==> src/rtl/polyfilt_pkg.sv <==
// Shared definitions for the polyphase interpolate/decimate-by-2 filters:
// prototype coefficients, default widths and the phase FSM encoding.
package polyfilt_pkg;

  localparam int IN_W  = 8;
  localparam int ACC_W = 17;
  localparam int OUT_W = 9;

  // Prototype taps; even branch uses {H0, H2}, odd branch uses {H1, H3}
  localparam int H0 = 124;
  localparam int H1 = 214;
  localparam int H2 = 57;
  localparam int H3 = -33;

  typedef enum logic [1:0] {
    IDLE = 2'd0,
    PH0  = 2'd1,
    PH1  = 2'd2
  } state_t;

  typedef enum logic {
    BR_E = 1'b0,
    BR_O = 1'b1
  } branch_t;

endpackage

==> src/rtl/polyinterp_if.sv <==
// Sample stream bundle: input sample handshake plus registered output stream.
// valid/ready: a sample moves on a rising edge where in_valid && in_ready; the
// source holds x_in stable until then. out_valid has no ready and must be taken.
interface polyinterp_if
  import polyfilt_pkg::*;
#(
  parameter int P_IN_W  = IN_W,
  parameter int P_OUT_W = OUT_W
) ();

  logic signed [P_IN_W-1:0]  x_in;
  logic                      in_valid;
  logic                      in_ready;
  logic signed [P_OUT_W-1:0] y_out;
  logic                      out_valid;

  modport master (
    output x_in,
    output in_valid,
    input  in_ready,
    input  y_out,
    input  out_valid
  );

  modport slave (
    input  x_in,
    input  in_valid,
    output in_ready,
    output y_out,
    output out_valid
  );

endinterface

==> src/rtl/poly_branch.sv <==
// Combinational shift-add for one polyphase branch: a*x_cur + b*x_prev,
// with (a, b) = (124, 57) for the even branch and (214, -33) for the odd one.
module poly_branch
  import polyfilt_pkg::*;
#(
  parameter branch_t BRANCH  = BR_E,
  parameter int      P_IN_W  = IN_W,
  parameter int      P_ACC_W = ACC_W
) (
  input  logic signed [P_IN_W-1:0]  i_x_cur,
  input  logic signed [P_IN_W-1:0]  i_x_prev,
  output logic signed [P_ACC_W-1:0] o_acc
);

  logic signed [P_ACC_W-1:0] w_xc;
  logic signed [P_ACC_W-1:0] w_xp;

  assign w_xc = P_ACC_W'(i_x_cur);
  assign w_xp = P_ACC_W'(i_x_prev);

  generate
    if (BRANCH == BR_E) begin : g_even
      // 124 = 128 - 4, 57 = 64 - 8 + 1
      assign o_acc = (w_xc <<< 7) - (w_xc <<< 2)
                   + (w_xp <<< 6) - (w_xp <<< 3) + w_xp;
    end else begin : g_odd
      // 214 = 256 - 32 - 8 - 2, 33 = 32 + 1
      assign o_acc = (w_xc <<< 8) - (w_xc <<< 5) - (w_xc <<< 3) - (w_xc <<< 1)
                   - (w_xp <<< 5) - w_xp;
    end
  endgenerate

endmodule

==> src/rtl/polyinterp.sv <==
// Two-phase polyphase interpolate-by-2 FIR: one input sample yields an even
// then an odd output on consecutive cycles.
module polyinterp
  import polyfilt_pkg::*;
#(
  parameter int P_IN_W  = IN_W,
  parameter int P_ACC_W = ACC_W,
  parameter int P_OUT_W = OUT_W
) (
  input  logic         clk,
  input  logic         reset,
  polyinterp_if.slave  bus,
  output state_t       o_state
);

  state_t                    r_state;
  state_t                    w_next;
  logic signed [P_IN_W-1:0]  r_x_cur;
  logic signed [P_IN_W-1:0]  r_x_prev;
  logic signed [P_OUT_W-1:0] r_y;
  logic signed [P_OUT_W-1:0] w_y_next;
  logic                      r_out_valid;
  logic                      w_out_valid_next;
  logic                      w_accept;
  logic signed [P_ACC_W-1:0] w_acc_e;
  logic signed [P_ACC_W-1:0] w_acc_o;
  logic signed [P_OUT_W-1:0] w_y_e;
  logic signed [P_OUT_W-1:0] w_y_o;

  poly_branch #(.BRANCH(BR_E), .P_IN_W(P_IN_W), .P_ACC_W(P_ACC_W)) u_even (
    .i_x_cur (r_x_cur),
    .i_x_prev(r_x_prev),
    .o_acc   (w_acc_e)
  );

  poly_branch #(.BRANCH(BR_O), .P_IN_W(P_IN_W), .P_ACC_W(P_ACC_W)) u_odd (
    .i_x_cur (r_x_cur),
    .i_x_prev(r_x_prev),
    .o_acc   (w_acc_o)
  );

  // Floor scaling: keep the top OUT_W accumulator bits
  assign w_y_e = P_OUT_W'(w_acc_e >>> (P_ACC_W - P_OUT_W));
  assign w_y_o = P_OUT_W'(w_acc_o >>> (P_ACC_W - P_OUT_W));

  assign bus.in_ready  = (r_state != PH0);
  assign w_accept      = bus.in_valid && bus.in_ready;
  assign bus.y_out     = r_y;
  assign bus.out_valid = r_out_valid;
  assign o_state       = r_state;

  always_comb begin
    w_next           = r_state;
    w_y_next         = r_y;
    w_out_valid_next = 1'b0;
    case (r_state)
      IDLE: begin
        if (w_accept) w_next = PH0;
      end
      PH0: begin
        w_y_next         = w_y_e;
        w_out_valid_next = 1'b1;
        w_next           = PH1;
      end
      PH1: begin
        // Odd output uses the history before this edge's accept lands
        w_y_next         = w_y_o;
        w_out_valid_next = 1'b1;
        w_next           = w_accept ? PH0 : IDLE;
      end
      default: w_next = IDLE;
    endcase
  end

  always_ff @(posedge clk or negedge reset) begin
    if (!reset) begin
      r_state     <= IDLE;
      r_x_cur     <= '0;
      r_x_prev    <= '0;
      r_y         <= '0;
      r_out_valid <= 1'b0;
    end else begin
      r_state     <= w_next;
      r_y         <= w_y_next;
      r_out_valid <= w_out_valid_next;
      if (w_accept) begin
        r_x_prev <= r_x_cur;
        r_x_cur  <= bus.x_in;
      end
    end
  end

endmodule

==> src/flat_wrapper.sv <==
// flat-port wrapper written by rule: the top's interface ports become plain ports
module polyinterp_flat import polyfilt_pkg::*;
#(
  parameter int P_IN_W  = IN_W,
  parameter int P_ACC_W = ACC_W,
  parameter int P_OUT_W = OUT_W
)
  (clk, reset, o_state, bus_x_in, bus_in_valid, bus_in_ready, bus_y_out, bus_out_valid);
  polyinterp_if #(.P_IN_W(P_IN_W), .P_OUT_W(P_OUT_W)) bus_i ();
  input  logic clk;
  input  logic reset;
  output state_t o_state;
  input wire logic [$bits(bus_i.x_in)-1:0] bus_x_in;
  input wire logic [$bits(bus_i.in_valid)-1:0] bus_in_valid;
  output wire logic [$bits(bus_i.in_ready)-1:0] bus_in_ready;
  output wire logic [$bits(bus_i.y_out)-1:0] bus_y_out;
  output wire logic [$bits(bus_i.out_valid)-1:0] bus_out_valid;
  assign bus_i.x_in = bus_x_in;
  assign bus_i.in_valid = bus_in_valid;
  assign bus_in_ready = bus_i.in_ready;
  assign bus_y_out = bus_i.y_out;
  assign bus_out_valid = bus_i.out_valid;
  polyinterp #(.P_IN_W(P_IN_W), .P_ACC_W(P_ACC_W), .P_OUT_W(P_OUT_W)) u_core (.clk(clk), .reset(reset), .bus(bus_i), .o_state(o_state));
endmodule
==> config.mk <==
export PLATFORM = sky130hd
export DESIGN_NAME = polyinterp_flat
export DESIGN_NICKNAME = d
export VERILOG_FILES = /design/src/rtl/polyfilt_pkg.sv /design/src/rtl/polyinterp_if.sv /design/src/rtl/poly_branch.sv /design/src/rtl/polyinterp.sv /design/src/flat_wrapper.sv
export SDC_FILE = /design/constraint.sdc
export NUM_CORES = 1
export LEC_CHECK = 0
export CORE_UTILIZATION = 45
export CTS_BUF_LIST = sky130_fd_sc_hd__clkbuf_8
export DETAILED_ROUTE_END_ITERATION = 12
export GPL_TIMING_DRIVEN = 0
export PLACE_DENSITY = 0.66
export SETUP_SLACK_MARGIN = 0.05
export SYNTH_ARGS = -nofsm -noshare
export SYNTH_HDL_FRONTEND = slang
export SYNTH_SLANG_ARGS = --single-unit
==> constraint.sdc <==
create_clock -name clk -period 4.5 [get_ports clk]
set_input_delay 0.9 -clock clk [delete_from_list [all_inputs] [get_ports clk]]
set_output_delay 0.9 -clock clk [all_outputs]
set_load 0.01 [all_outputs]
# ---- Word level (Yosys, flattened, before mapping)
# Index checks and enable logic that the tools add are counted.
dict set report word_totals {
  word_cells 27
  register_bits 28
  input_bits 11
  output_inout_bits 13
}
dict set report op_classes {
  n_eq_ne 4
  reduce_logical 4
  n_mux 5
  n_addsub 9
}
# cell n
set op_table {}
lappend op_table {{17-bit by 11-bit subtractor with 17-bit output} 2}
lappend op_table {{9-bit one-hot mux with 2 select lines} 1}
lappend op_table {{16-bit by 14-bit adder with 17-bit output} 1}
lappend op_table {{17-bit by 8-bit adder with 17-bit output} 1}
lappend op_table {{16-bit by 13-bit subtractor with 17-bit output} 1}
lappend op_table {{17-bit by 13-bit subtractor with 17-bit output} 1}
lappend op_table {{17-bit by 8-bit subtractor with 17-bit output} 1}
lappend op_table {{17-bit by 9-bit subtractor with 17-bit output} 1}
lappend op_table {{15-bit by 10-bit subtractor with 16-bit output} 1}
lappend op_table {{2-bit one-hot mux with 3 select lines} 1}
lappend op_table {{2-bit by 1-bit inequality test with 1-bit output (second input constant)} 2}
lappend op_table {{2-bit by 1-bit equality test with 1-bit output (second input constant)} 1}
lappend op_table {{2-bit equality test (second input constant)} 1}
lappend op_table {{2-bit zero test} 1}
lappend op_table {{1-bit two-way mux} 2}
lappend op_table {{2-bit two-way mux} 1}
lappend op_table {{2-bit nonzero test} 1}
lappend op_table {{2-bit OR reduction} 1}
lappend op_table {{1-bit logical AND} 1}

# ---- Longest topological paths before layout
dict set report logic_depth {
  ltp_word 6
  depth_mapped 15
}

# ---- By module
# A second synthesis with hierarchy kept.
dict set report unflattened {
  hier_cells 523
  hier_area_um2 4603.2
}
# mod cells_per_inst area_each_um2 seq_area_each_um2 n_inst
set by_module_without_submodules {}
lappend by_module_without_submodules {{poly_branch (u_core.u_odd)} 212 1785.5 0.0 1}
lappend by_module_without_submodules {{poly_branch (u_core.u_even)} 186 1595.3 0.0 1}
lappend by_module_without_submodules {polyinterp 125 1222.4 700.7 1}

# ---- Least setup slack after synthesis
# No wires, ideal clock.
dict set report synth_path {
  kind {register to register}
  from {register u_core.r_x_prev[7]}
  to {register u_core.r_y[6], in the netlist u_core.bus.y_out[6]}
  path_stages_with_launch 13
  n_path_buf 0
  arrival_time_ps 4119
  path_slack_ps 304
  setup_time_ps 77
  required_time_ps 4423
  cell_sequence {dfrtp_1 -> inv_1 -> ha_1 -> fa_1 -> fa_1 -> ha_1 -> a21oi_1 -> nor2_4 -> a2111oi_4 -> o21ai_2 -> nand2_1 -> mux2_1 -> o21ai_1}
}
dict set report synth_between {
  elab_chain_len 4
}
# item line_no
set synth_lines {}
lappend synth_lines {{start: declaration} polyinterp.sv:19} ;# logic signed [P_IN_W-1:0] r_x_prev;
lappend synth_lines {{start signal: assignment} polyinterp.sv:87} ;# r_x_prev <= r_x_cur;
lappend synth_lines {{16-bit by 14-bit adder with 17-bit output} poly_branch.sv:25} ;# + (w_xp <<< 6) - (w_xp <<< 3) + w_xp;
lappend synth_lines {{17-bit by 11-bit subtractor with 17-bit output} poly_branch.sv:25}
lappend synth_lines {{17-bit by 8-bit adder with 17-bit output} poly_branch.sv:25}
lappend synth_lines {{9-bit one-hot mux with 2 select lines *} polyinterp.sv:56} ;# case (r_state)
lappend synth_lines {{end signal: assignment} polyinterp.sv:84} ;# r_y <= w_y_next;
lappend synth_lines {{end: declaration} polyinterp.sv:20} ;# logic signed [P_OUT_W-1:0] r_y;
# Mark *: on every way between the ends. The rest lies on a longest branch, timed or not.
# A chain may end at the register's enable or synchronous reset.

# ---- Final worst setup path
dict set report layout_path {
  from {register u_core.r_x_cur[4]}
  to {register u_core.r_y[5], in the netlist u_core.bus.y_out[5]}
}
dict set report layout_between {
  elab_chain_len 6
}
# item line_no
set layout_lines {}
lappend layout_lines {{start: declaration} polyinterp.sv:18} ;# logic signed [P_IN_W-1:0] r_x_cur;
lappend layout_lines {{start signal: assignment} polyinterp.sv:88} ;# r_x_cur <= bus.x_in;
lappend layout_lines {{16-bit by 13-bit subtractor with 17-bit output} poly_branch.sv:28} ;# assign o_acc = (w_xc <<< 8) - (w_xc <<< 5) - (w_xc <<< 3) - (w_xc <<< 1)
lappend layout_lines {{17-bit by 11-bit subtractor with 17-bit output} poly_branch.sv:28}
lappend layout_lines {{17-bit by 9-bit subtractor with 17-bit output} poly_branch.sv:28}
lappend layout_lines {{17-bit by 13-bit subtractor with 17-bit output} poly_branch.sv:29} ;# - (w_xp <<< 5) - w_xp;
lappend layout_lines {{17-bit by 8-bit subtractor with 17-bit output} poly_branch.sv:29}
lappend layout_lines {{9-bit one-hot mux with 2 select lines *} polyinterp.sv:56}
# Marks and branches as above.

==> results.py <==
metrics = {
    "yosys": {
        "synth_top_area_share_pct": 28.2,
        "ys_seq_area_share_pct": 17.6,
        "synth_largest_area_cell": "fa_1",
        "postSynthNetCount": 537,
        "ys.flop_type": "dfrtp_1",
        "ys_warn_count": 0,
        "synthTopCellsByArea": "fa_1 28%, dfrtp_1 18%, ha_1 17%",
        "synth_area_um2": 3980,
        "synth.distinct_cells": 51,
        "async_reset_ff_share_pct": 100,
        "synth-edff-count": 0,
        "syn_avg_cell_area_um2": 9.59,
        "synth_seq_cells": 28,
        "syn_inst": 415,
    },
    "sta": {
        "fin_crit_ps": 4180,
        "grt_setup_unrepaired": "no",
        "setup_violations": 0,
        "slew_viol_final": 0,
        "finalClockSkew_ps": 16.0,
        "period_share_pct": 92.9,
        "relSlewSlack_pct": 52.8,
        "tightest_slew_ps": 709,
        "fmax_ghz": 0.239,
        "hold_viol": 0,
    },
    "layout": {
        "syn_to_final_growth_pct": 11.7,
        "nNetsFinal": 568,
        "drive_gt1_share_pct": 6.97,
        "antenna_cells": 0,
        "fill_cells": 775,
        "fin_util_pct": 53.0,
    },
    "job": {
        "drv_cap": 0,
    },
    "floorplan": {
        "num_rows": 33,
        "coreArea_um2": 8380,
        "die_h_um": 96.0,
        "start_util_pct": 47.5,
        "die_area_um2": 9220,
        "io_pins": 24,
        "die_w_um": 96.0,
    },
    "place": {
        "gp_congestion": 0.891,
        "dp_hpwl_um": 7180,
        "port_buffers": 23,
    },
    "setup_path": {
        "reg2reg_slack_ps": 320,
        "cp_data_required_time_ps": 4710,
        "end_kind": "register",
        "criticalPathCategory": "reg -> reg",
        "worstRegToRegCells": 12,
        "crit_arrival_ps": 4390,
        "worst-path-max-fanout": 6,
        "critPathLaunchType": "register",
    },
    "detailed_routing": {
        "wl_per_cell_um": 16.1,
        "drt-initial-drc-count": 92,
        "drcViolationCount": 0,
        "first_pass_iters": 4,
        "routed_wl_um": 8850,
        "ant_nets": 0,
        "viasPerCell": 5.22,
        "vias": 2869,
    },
    "global_routing": {
        "grt_max_degree": 29,
        "grt_pass1_wl_um": 15100,
        "grt_remaining_overflow": 0,
        "grtUsageTotal_pct": 22.4,
        "first_global_vias": 3120,
        "antenna_found_initial": 0,
    },
    "clock_tree": {
        "cts_made_buffers": 3,
        "htree_num_levels": 1,
        "clk_latency_ps": 290,
        "cts.sinks": 28,
        "clk_path_buf_depth": 2,
        "clk_pin_slew_ps": 120,
        "cts_root_buf": "clkbuf_8",
        "cts_tree": "yes",
    },
    "outcome": {
        "status": "finished clean",
    },
    "worst_hold_path": {
        "hold_depth": 2,
        "min_path_type": "reg -> reg",
    },
}
## cell families after synthesis
group | synth area share, %
XOR/XNOR | 4.18
AO/OA/AOI/OAI | 13.6
flip-flops | 17.6
adder cells (fa/ha/maj) | 45.5
buffers and inverters | 9.94
AND/OR/NAND/NOR | 8.43
multiplexers | 0.786
## per-layer routing
layer	share of wire [%]	global-route usage [%]	up-vias	routed length, um
li1	-	-	1384	-
met1	47	29.3	1434	4190
met2	48	39.5	43	4280
met3	3.0	3.55	8	268
met4	1.3	4.10	0	116
met5	0	0	-	0
## synthesized netlist by cell type, drive strengths merged (2+ instances only)
library cell and n:
a211oi 2, a21o 8, a21oi 19, a221oi 2, a22oi 4, a31oi 5
and3 2, clkbuf 4, dfrtp 28, fa 56, ha 55, inv 101
mux2i 2, nand2 28, nand2b 3, nand3 4, nand4 5, nor2 16
nor2b 2, nor3b 2, o21ai 30, o21bai 2, o31ai 2, or2 3
xnor2 9, xor2 10
## stage by stage
| stage | setup TNS, ps | setup slack, ps | std cells | cell area (um^2) | hold slack (ps) |
|---|---|---|---|---|---|
| 2_1_floorplan | 0 | 304 | 415 | 3980 | 475 |
| 4_1_cts | 0 | 155 | 547 | 4410 | 523 |
| 3_3_place_gp | -378 | -190 | 543 | 4340 | 494 |
| 6_report | 0 | 318 | 550 | 4440 | 514 |
| 5_1_grt | 0 | 105 | 550 | 4440 | 555 |
| 3_5_place_dp | -377 | -206 | 543 | 4340 | 497 |
## flip-flops by register name, indices dropped and copies added, names as in the netlist
| signal | flops |
|---|---|
| u_core.bus.y_out | 9 |
| u_core.r_x_prev | 8 |
| u_core.o_state | 2 |
| u_core.r_x_cur | 8 |
| u_core.bus.out_valid | 1 |
## layout make-up
| cell class | count | area, um^2 | area share [%] |
|---|---|---|---|
| clock inverters | 1 | 30.0 | 0.676 |
| inverters | 101 | 383 | 8.61 |
| plain buffers | 4 | 16.3 | 0.366 |
| repair buffers | 26 | 248 | 5.57 |
| flip-flops and latches | 28 | 712 | 16.0 |
| clock buffers | 3 | 41.3 | 0.929 |
| well taps | 105 | 131 | 2.96 |
| multi-input cells | 282 | 2880 | 64.9 |
## layout by cell type (no fill, tap or decap), drive strengths merged, types with 2 or more instances in the layout
| cell type | n |
|---|---|
| or2 | 3 |
| nand3 | 4 |
| a21o | 8 |
| o21ai | 30 |
| nand4 | 5 |
| dfrtp | 28 |
| a22oi | 4 |
| buf | 4 |
| clkbuf | 7 |
| clkdlybuf4s50 | 22 |
| ha | 55 |
| a21oi | 19 |
| a221oi | 2 |
| xnor2 | 9 |
| fa | 56 |
| nand2 | 28 |
| and3 | 2 |
| o21bai | 2 |
| nor2b | 2 |
| o31ai | 2 |
| inv | 100 |
| xor2 | 10 |
| mux2i | 2 |
| nand2b | 3 |
| nor3b | 2 |
| nor2 | 16 |
| a31oi | 5 |
| a211oi | 2 |
## worst paths after layout
path / to / startpoint
min: u_core.bus.y_out[1]$_DFFE_PN0P_ / u_core.bus.y_out[1]$_DFFE_PN0P_
min in group asynchronous: u_core.r_x_cur[1]$_DFFE_PN0P_ / reset
max reg2reg: u_core.bus.y_out[5]$_DFFE_PN0P_ / u_core.r_x_cur[4]$_DFFE_PN0P_
min reg2reg: u_core.bus.y_out[1]$_DFFE_PN0P_ / u_core.bus.y_out[1]$_DFFE_PN0P_
max in group asynchronous: u_core.r_x_prev[7]$_DFFE_PN0P_ / reset
max: u_core.bus.y_out[5]$_DFFE_PN0P_ / u_core.r_x_cur[4]$_DFFE_PN0P_
## worst max-delay path, stage by stage, from the launching register on
cell,delay (ps)
dfrtp_1,440
inv_1,340
fa_1,520
fa_1,520
fa_1,490
ha_1,350
a21oi_1,400
nor2_4,80
a2111oi_4,320
o21ai_2,120
xor2_1,230
o221ai_2,120
a21oi_1,160
## repair_timing
action                                  in CTS  in global routing
hold endpoints to repair                     0                  0
hold buffers                                 0                  0
endpoints found under the setup margin       6                  4
gates resized for setup                      2                  6
setup buffers                                0                  3
Power is left out: the tool's default activity adds up to more than one toggle a clock period on the data nets, which glitch-free logic cannot reach.
